--- config.mk ---
export PLATFORM = sky130hd
export DESIGN_NAME = wb_write_arbiter
export DESIGN_NICKNAME = d
export VERILOG_FILES = /design/src/rtl/wb_write_arbiter.sv
export SDC_FILE = /design/constraint.sdc
export NUM_CORES = 1
export LEC_CHECK = 0
export CAP_MARGIN = 30
export CELL_PAD_IN_SITES_DETAIL_PLACEMENT = 1
export CELL_PAD_IN_SITES_GLOBAL_PLACEMENT = 1
export CORE_AREA = 2 2 139 174
export CTS_CLUSTER_SIZE = 30
export DETAILED_ROUTE_END_ITERATION = 8
export DIE_AREA = 0 0 141 176
export PLACE_DENSITY_LB_ADDON = 0.1
export SYNTH_ARGS = -nofsm -noshare
export SYNTH_HDL_FRONTEND = slang
export SYNTH_SLANG_ARGS = --single-unit
--- constraint.sdc ---
create_clock -name clk -period 2.6 [get_ports clk]
set_input_delay 0.26 -clock clk [delete_from_list [all_inputs] [get_ports clk]]
set_output_delay 0.26 -clock clk [all_outputs]
set_load 0.02 [all_outputs]
--- src/rtl/wb_write_arbiter.sv ---
// Round-robin arbiter merging ALU and load-unit register writes into a small FIFO
// that drains one write per cycle to a registered register-file write port.
module wb_write_arbiter #(
    parameter int unsigned DATA_W = 32,
    parameter int unsigned ADDR_W = 8,
    parameter int unsigned DEPTH  = 4
) (
    input  logic                    clk,
    input  logic                    rst,
    input  logic                    alu_valid,
    output logic                    alu_ready,
    input  logic [ADDR_W-1:0]       alu_addr,
    input  logic [DATA_W-1:0]       alu_data,
    input  logic                    ld_valid,
    output logic                    ld_ready,
    input  logic [ADDR_W-1:0]       ld_addr,
    input  logic [DATA_W-1:0]       ld_data,
    input  logic                    wr_stall,
    output logic [ADDR_W-1:0]       addr_wr,
    output logic [DATA_W-1:0]       data_in,
    output logic                    we,
    input  logic [ADDR_W-1:0]       query_addr,
    output logic                    query_hit,
    output logic [$clog2(DEPTH):0]  fifo_count
);

    localparam int unsigned PtrW = (DEPTH > 1) ? $clog2(DEPTH) : 1;
    localparam int unsigned CntW = $clog2(DEPTH) + 1;
    localparam int unsigned EntW = ADDR_W + DATA_W;

    logic [EntW-1:0]   mem_q [DEPTH];
    logic [PtrW-1:0]   rd_ptr_q, rd_ptr_d;
    logic [PtrW-1:0]   wr_ptr_q, wr_ptr_d;
    logic [CntW-1:0]   count_q, count_d;
    logic              last_alu_q, last_alu_d;
    logic              we_q, we_d;
    logic [ADDR_W-1:0] addr_wr_q, addr_wr_d;
    logic [DATA_W-1:0] data_in_q, data_in_d;

    logic              grant_alu, grant_ld;
    logic              space, accept, push, pop;
    logic [ADDR_W-1:0] in_addr;
    logic [DATA_W-1:0] in_data;
    logic              fifo_hit;
    logic [PtrW:0]     slot;

    function automatic logic [PtrW-1:0] ptr_inc(input logic [PtrW-1:0] p);
        return (p == PtrW'(DEPTH - 1)) ? '0 : p + 1'b1;
    endfunction

    // On a tie the source that did not win last time gets the grant.
    always_comb begin
        grant_alu = 1'b0;
        grant_ld  = 1'b0;
        if (alu_valid && ld_valid) begin
            grant_ld  = last_alu_q;
            grant_alu = !last_alu_q;
        end else begin
            grant_alu = alu_valid;
            grant_ld  = ld_valid;
        end
    end

    assign space     = count_q < CntW'(DEPTH);
    assign alu_ready = !rst && space && grant_alu;
    assign ld_ready  = !rst && space && grant_ld;
    assign accept    = alu_ready || ld_ready;
    assign in_addr   = grant_alu ? alu_addr : ld_addr;
    assign in_data   = grant_alu ? alu_data : ld_data;
    assign push      = accept && (in_addr != '0);
    assign pop       = (count_q != '0) && !wr_stall;

    always_comb begin
        rd_ptr_d   = rd_ptr_q;
        wr_ptr_d   = wr_ptr_q;
        count_d    = count_q + CntW'(push) - CntW'(pop);
        last_alu_d = last_alu_q;
        we_d       = pop;
        addr_wr_d  = addr_wr_q;
        data_in_d  = data_in_q;
        if (push) begin
            wr_ptr_d = ptr_inc(wr_ptr_q);
        end
        if (pop) begin
            rd_ptr_d  = ptr_inc(rd_ptr_q);
            addr_wr_d = mem_q[rd_ptr_q][EntW-1:DATA_W];
            data_in_d = mem_q[rd_ptr_q][DATA_W-1:0];
        end
        if (accept) begin
            last_alu_d = grant_alu;
        end
    end

    always_ff @(posedge clk) begin
        if (rst) begin
            rd_ptr_q   <= '0;
            wr_ptr_q   <= '0;
            count_q    <= '0;
            last_alu_q <= 1'b1;
            we_q       <= 1'b0;
            addr_wr_q  <= '0;
            data_in_q  <= '0;
        end else begin
            rd_ptr_q   <= rd_ptr_d;
            wr_ptr_q   <= wr_ptr_d;
            count_q    <= count_d;
            last_alu_q <= last_alu_d;
            we_q       <= we_d;
            addr_wr_q  <= addr_wr_d;
            data_in_q  <= data_in_d;
        end
    end

    // Storage needs no reset: occupancy is tracked by the pointers and count.
    always_ff @(posedge clk) begin
        if (push) begin
            mem_q[wr_ptr_q] <= {in_addr, in_data};
        end
    end

    // Scan occupied slots starting from the head for a pending write to query_addr.
    always_comb begin
        fifo_hit = 1'b0;
        slot     = '0;
        for (int unsigned k = 0; k < DEPTH; k++) begin
            slot = {1'b0, rd_ptr_q} + (PtrW + 1)'(k);
            if (slot >= (PtrW + 1)'(DEPTH)) begin
                slot = slot - (PtrW + 1)'(DEPTH);
            end
            if ((CntW'(k) < count_q) && (mem_q[slot[PtrW-1:0]][EntW-1:DATA_W] == query_addr)) begin
                fifo_hit = 1'b1;
            end
        end
    end

    assign query_hit  = (query_addr != '0) && (fifo_hit || (we_q && (addr_wr_q == query_addr)));
    assign we         = we_q;
    assign addr_wr    = addr_wr_q;
    assign data_in    = data_in_q;
    assign fifo_count = count_q;

endmodule
# Word level (Yosys, flattened, before mapping)
# Memories as Yosys holds them, arrays and structs flattened. A register that Yosys moved wholly into a read port is not among the register bits.
# Index checks and enable logic that the tools add are counted.
# op_classes
n_addsub	11
n_mul	0
n_div	0
n_lt_le_gt_ge	9
eq_ne	7
n_shift	0
muxes	16
n_bitwise	0
reduce_logical	20
# ops
operator	n
$eq 8x8->1	5
$mux 32	1
$reduce_bool 8->1	2
$logic_and 1x1->1	12
$mux 2	6
$ge 3x3->1 const B	3
$mux 1	8
$mux 8	1
$sub 2x1->2 const B	4
$add 2x2->3 const B	2
$lt 1x3->1 const A	2
$lt 2x3->1 const A	2
$add 2x1->2 const B	2
$eq 2x2->1 const B	2
$add 2x1->3 const B	1
$add 3x1->3	1
$ge 2x3->1 const B	1
$logic_not 1->1	3
$lt 3x3->1 const B	1
$reduce_bool 3->1	1
$sub 3x1->3	1
$logic_or 1x1->1	2
# totals
ff_bits	9
latch_bits	0
mem_bits_rw	160
mem_bits_ro	0
inputBits	93
elab_cells	69
n_memories	1
# memory_table
memory	depth	word_bits	read_ports	rd_ports_with_merged_regs	write_ports	line	rtl
mem_q	4	40	5	1	1	31	logic [EntW-1:0] mem_q [DEPTH];

# Logic depth before layout (Yosys ltp)
# Gate-level depths: netlist (run 1).
# An unclocked memory read counts as a cell.
# depth
ltp_word	11
ltp_mapped	12
mapped_depth_nobuf	12

# Least setup slack after synthesis (run 1)
# OpenSTA, ideal clock, no wires.
# synth_timing
path_kind	register to register
startpoint	reg count_q[1], in the netlist fifo_count[1]
endpoint	reg count_q[2], in the netlist fifo_count[2]
t_arrival_ps	2458
path_slack_ps	15
path_stages_with_launch	13
path_buffers	2
synth_period_minus_slack_ps	2585
path_cell_list	dfxtp_1 > nor3_1 > or2_2 > clkbuf_1 > clkinv_1 > clkbuf_1 > ha_1 > inv_1 > ha_1 > inv_1 > fa_1 > xnor2_1 > nor2_1
# synth_lines
item	line	rtl
start, declared	34	logic [CntW-1:0] count_q, count_d;
start signal, assigned	106	count_q <= count_d;
$reduce_bool 3->1	71	assign pop = (count_q != '0) && !wr_stall;
$logic_and 1x1->1	71	
via pop	41	logic space, accept, push, pop;
$sub 3x1->3	76	count_d = count_q + CntW'(push) - CntW'(pop);
# The timed path passes the listed nets, and every way through them passes these cells.
# A chain may end at the register's enable or synchronous reset.

# Final worst setup path (run 1)
# layout_timing
startpoint	reg rd_ptr_q[0]
endpoint	out query_hit
# layout_between
elab_chain_len	11
# layout_rtl
item	line	rtl
start, declared	32	logic [PtrW-1:0] rd_ptr_q, rd_ptr_d;
start signal, assigned	104	rd_ptr_q <= rd_ptr_d;
$add 2x1->3 (tied with other cells)	126	slot = {1'b0, rd_ptr_q} + (PtrW + 1)'(k);
$ge 3x3->1 (tied with other cells)	127	if (slot >= (PtrW + 1)'(DEPTH)) begin
$mux 2 or $mem_v2 4x40 (tied branches)	--	
$mem_v2 4x40 *	--	
$eq 8x8->1 or $logic_and 1x1->1 (tied branches)	130	if ((CntW'(k) < count_q) && (mem_q[slot[PtrW-1:0]][EntW-1:DATA_W] == query_addr)) begin
$logic_and 1x1->1 or $mux 1 (tied branches)	130	
$mux 1 (2 in series)	130	
$mux 1 *	130	
$logic_or 1x1->1 *	136	assign query_hit = (query_addr != '0) && (fifo_hit || (we_q && (addr_wr_q == query_addr)));
$logic_and 1x1->1 *	136	
end, declared	23	output logic query_hit,
# Mark *: on every way between the ends. The rest lies on a longest branch, timed or not.

==> results.toml, run 1 <==
[power]
p_leak_uw = 0.00430
peakVddDrop_mv = 0.452
power_per_cell_area_mw_per_mm2 = 858

[drt]
antenna_left = 0
num_vias = 5906
routed.top_layer = "met4"
drt-pass1-iter-count = 4
drt_wl_total_mm = 23.4
drc = 0
drtIter0Drc = 219
wire_per_inst_microns = 20.8
dr_wl_met2_mm = 12.7
wl_met1_mm = 9.55
viasPerCell = 5.25
wl_met3_microns = 841

[worst_setup_path]
critical_path_buf_inv_count = 2
path_cells = "bufbuf_16 -> mux2_2 -> a31oi_1 -> o311ai_0 -> nor4_1 -> a22oi_1 -> a21oi_1 -> buf_4"
slowest_stage = "dfxtp_4"
startpoint_type = "register"
crit_family = "compound AO/OA/AOI/OAI gates"
arrival_ps = 2550
cp_max_fo = 8
cpPeakStageDelay_ps = 380
path_class = "register to output pin"
cp-end-kind = "output pin"
crit_required_ps = 2340

[timing]
clock_skew_ps = 13.6
finalHoldViolCount = 0
slew_headroom = 0.564
max_freq_mhz = 356
layout_worst_path_cycle_share = 1.08
setup_tns_ps = -212
setup_slack_ps = -212
slew_viol_final = 0
setup_violations = 1
period_needed_ps = 2810
grt_setup_unrepaired = "yes"
worst_slew_pin_slew_ps = 654

[synth]
synthFlopType = "edfxtp_1"
synth-seq-cells = 211
synth_warnings = 0
syn_nets = 724
synth_cell_types = 47
synth_edf_count = 160
ys_async_sr_fraction = 0
syn_area_sq_mm = 0.00935
syn_inst = 621
synth_area_per_cell_sq_um = 15.1
synth_seq_area_share = 0.623

[placement]
place_inst = 1079
dpl-instance-area_sq_mm = 0.0115
dp_hpwl_mm = 15.9
place_congestion = 0.798
port_buffers = 139

[grt]
grt_overflow_total = 0
grt_antenna_before_repair = 0
grt_pass1_vias = 6742
grt_max_degree = 50
grt_pass1_wl_mm = 37.1
grt_use_total = 0.193

[final_layout]
layoutNonFillerInstCount = 1126
syn2layout_area_growth_pct = 34.3
antennaDiodeCount = 0
final_common_cell = "edfxtp_1"
final_area_sq_mm = 0.0126
postLayoutCoreUtil = 0.545
layout.nets = 925
fillers = 2210
drive_above_1_share = 0.288
layout_common_cells = "edfxtp_1 (160), clkdlybuf4s50_1 (133), nand2_1 (86)"

[cts]
cts_inserted_buffers = 22
path_clk_slew_ps = 60
cts_buffer_depth = 3
clk_latency_ps = 500
tritoncts = "done"
htreeDepth = 1
clock_sinks = 211
cts_root_buf = "clkbuf_16"

[floorplan]
fp-row-count = 62
pin_count = 140
die_w_microns = 141
dieArea_sq_mm = 0.0248
die-height_microns = 176
coreArea_sq_mm = 0.0230
initial_core_util = 0.406

[status]
violations = "setup timing"
outcome = "finished, violations left"

[hold_path]
hp-class = "input port to register"

[job]
maxCapViolCount = 0
==> sequential cells by signal (all words and copies together), names as in the netlist, named ones only <==
signal	cells
we	1
wr_ptr_q	2
addr_wr	8
fifo_count	3
last_alu_q	1
data_in	32
mem_q	160
rd_ptr_q	2
==> cell type report <==
class,count,area (sq um),share of cell area
flip-flops and latches,211,5840,0.465
multi-input cells,356,3450,0.275
repair buffers,219,2110,0.168
clock buffers,29,608,0.0484
well taps,288,360,0.0287
clock inverters,11,144,0.0115
inverters,12,45.0,0.00359
==> synthesized netlist by cell type (6+ instances only) <==
| library cell | number | area, sq um |
|---|---|---|
| edfxtp_1 | 160 | 4800 |
| nand2_1 | 86 | 323 |
| nor2_1 | 12 | 45.0 |
| dfxtp_1 | 51 | 1020 |
| ha_1 | 9 | 113 |
| inv_1 | 11 | 41.3 |
| xnor2_1 | 21 | 184 |
| mux2_2 | 39 | 439 |
| buf_1 | 6 | 22.5 |
| a21oi_1 | 44 | 220 |
| buf_2 | 7 | 35.0 |
| mux4_2 | 48 | 1080 |
| mux2i_1 | 23 | 230 |
| clkbuf_1 | 23 | 86.3 |
| xor2_1 | 21 | 184 |
==> kinds of logic after synthesis <==
group / share of synthesized area
AOI/OAI and AO/OA: 0.0379
xor gates and xnor gates: 0.0393
adders and majority gates: 0.0142
buffers and inverters: 0.0268
DFF: 0.623
muxes: 0.200
and+or+nand+nor: 0.0591
==> timing repair <==
action / in CTS / in global routing
hold buffers: 0 / 0
cloned: 1 / 0
resized for setup: 26 / 28
buffers inserted: 4 / 2
setup endpoints to repair: 1 / 3
pin swaps: 4 / 8
==> worst reg2reg max path: stages, from the launching register on <==
cell and delay [ps]:
dfxtp_4 350, a21boi_4 250, buf_6 180, mux2i_4 270, a31oi_4 110, inv_1 120
ha_4 210, inv_2 40, ha_2 150, inv_1 60, fa_2 570, nor2_1 40
==> worst paths after layout <==
check,startpoint,endpoint,slack [ps],depth (start not counted)
setup reg to reg,last_alu_q,fifo_count[1],120,11
setup / recovery,rd_ptr_q[0],query_hit,-210,8
hold / removal,ld_addr[1],mem_q[1][33],190,2
hold reg to reg,data_in[28],data_in[28],460,2
==> per-layer routing <==
layer | GRT usage | up-vias
met5 | 0 | -
met4 | 0.0400 | 0
met3 | 0.0258 | 23
met2 | 0.364 | 130
met1 | 0.236 | 3014
li1 | - | 2739
==> power breakdown <==
group	total (uW)	switching (uW)	internal [uW]
clock	3240	1280	1960
sequential	4230	193	4040
combinational	3300	1620	1680
==> metrics by stage <==
step                worst slack (ps)  hold slack [ps]  total power [uW]
floorplan                       14.6              428              6190
global placement                -424              442              7300
detailed placement              -489              452              7380
CTS                             -249              413             10800
global route                    -330              182             11300
finish                          -212              192             10800
Power figures use the tool's default switching activity.
==> run 2, diff against run 1 <==
- CTS_CLUSTER_SIZE: 30 -> 14
==> results of run 2 <==
Final layout, timing and power as in run 1 (identical DEF).
==> run 3, diff against run 2 <==
- SLEW_MARGIN: default -> 30
==> results of run 3 <==
Final layout, timing and power as in run 1 (identical DEF).
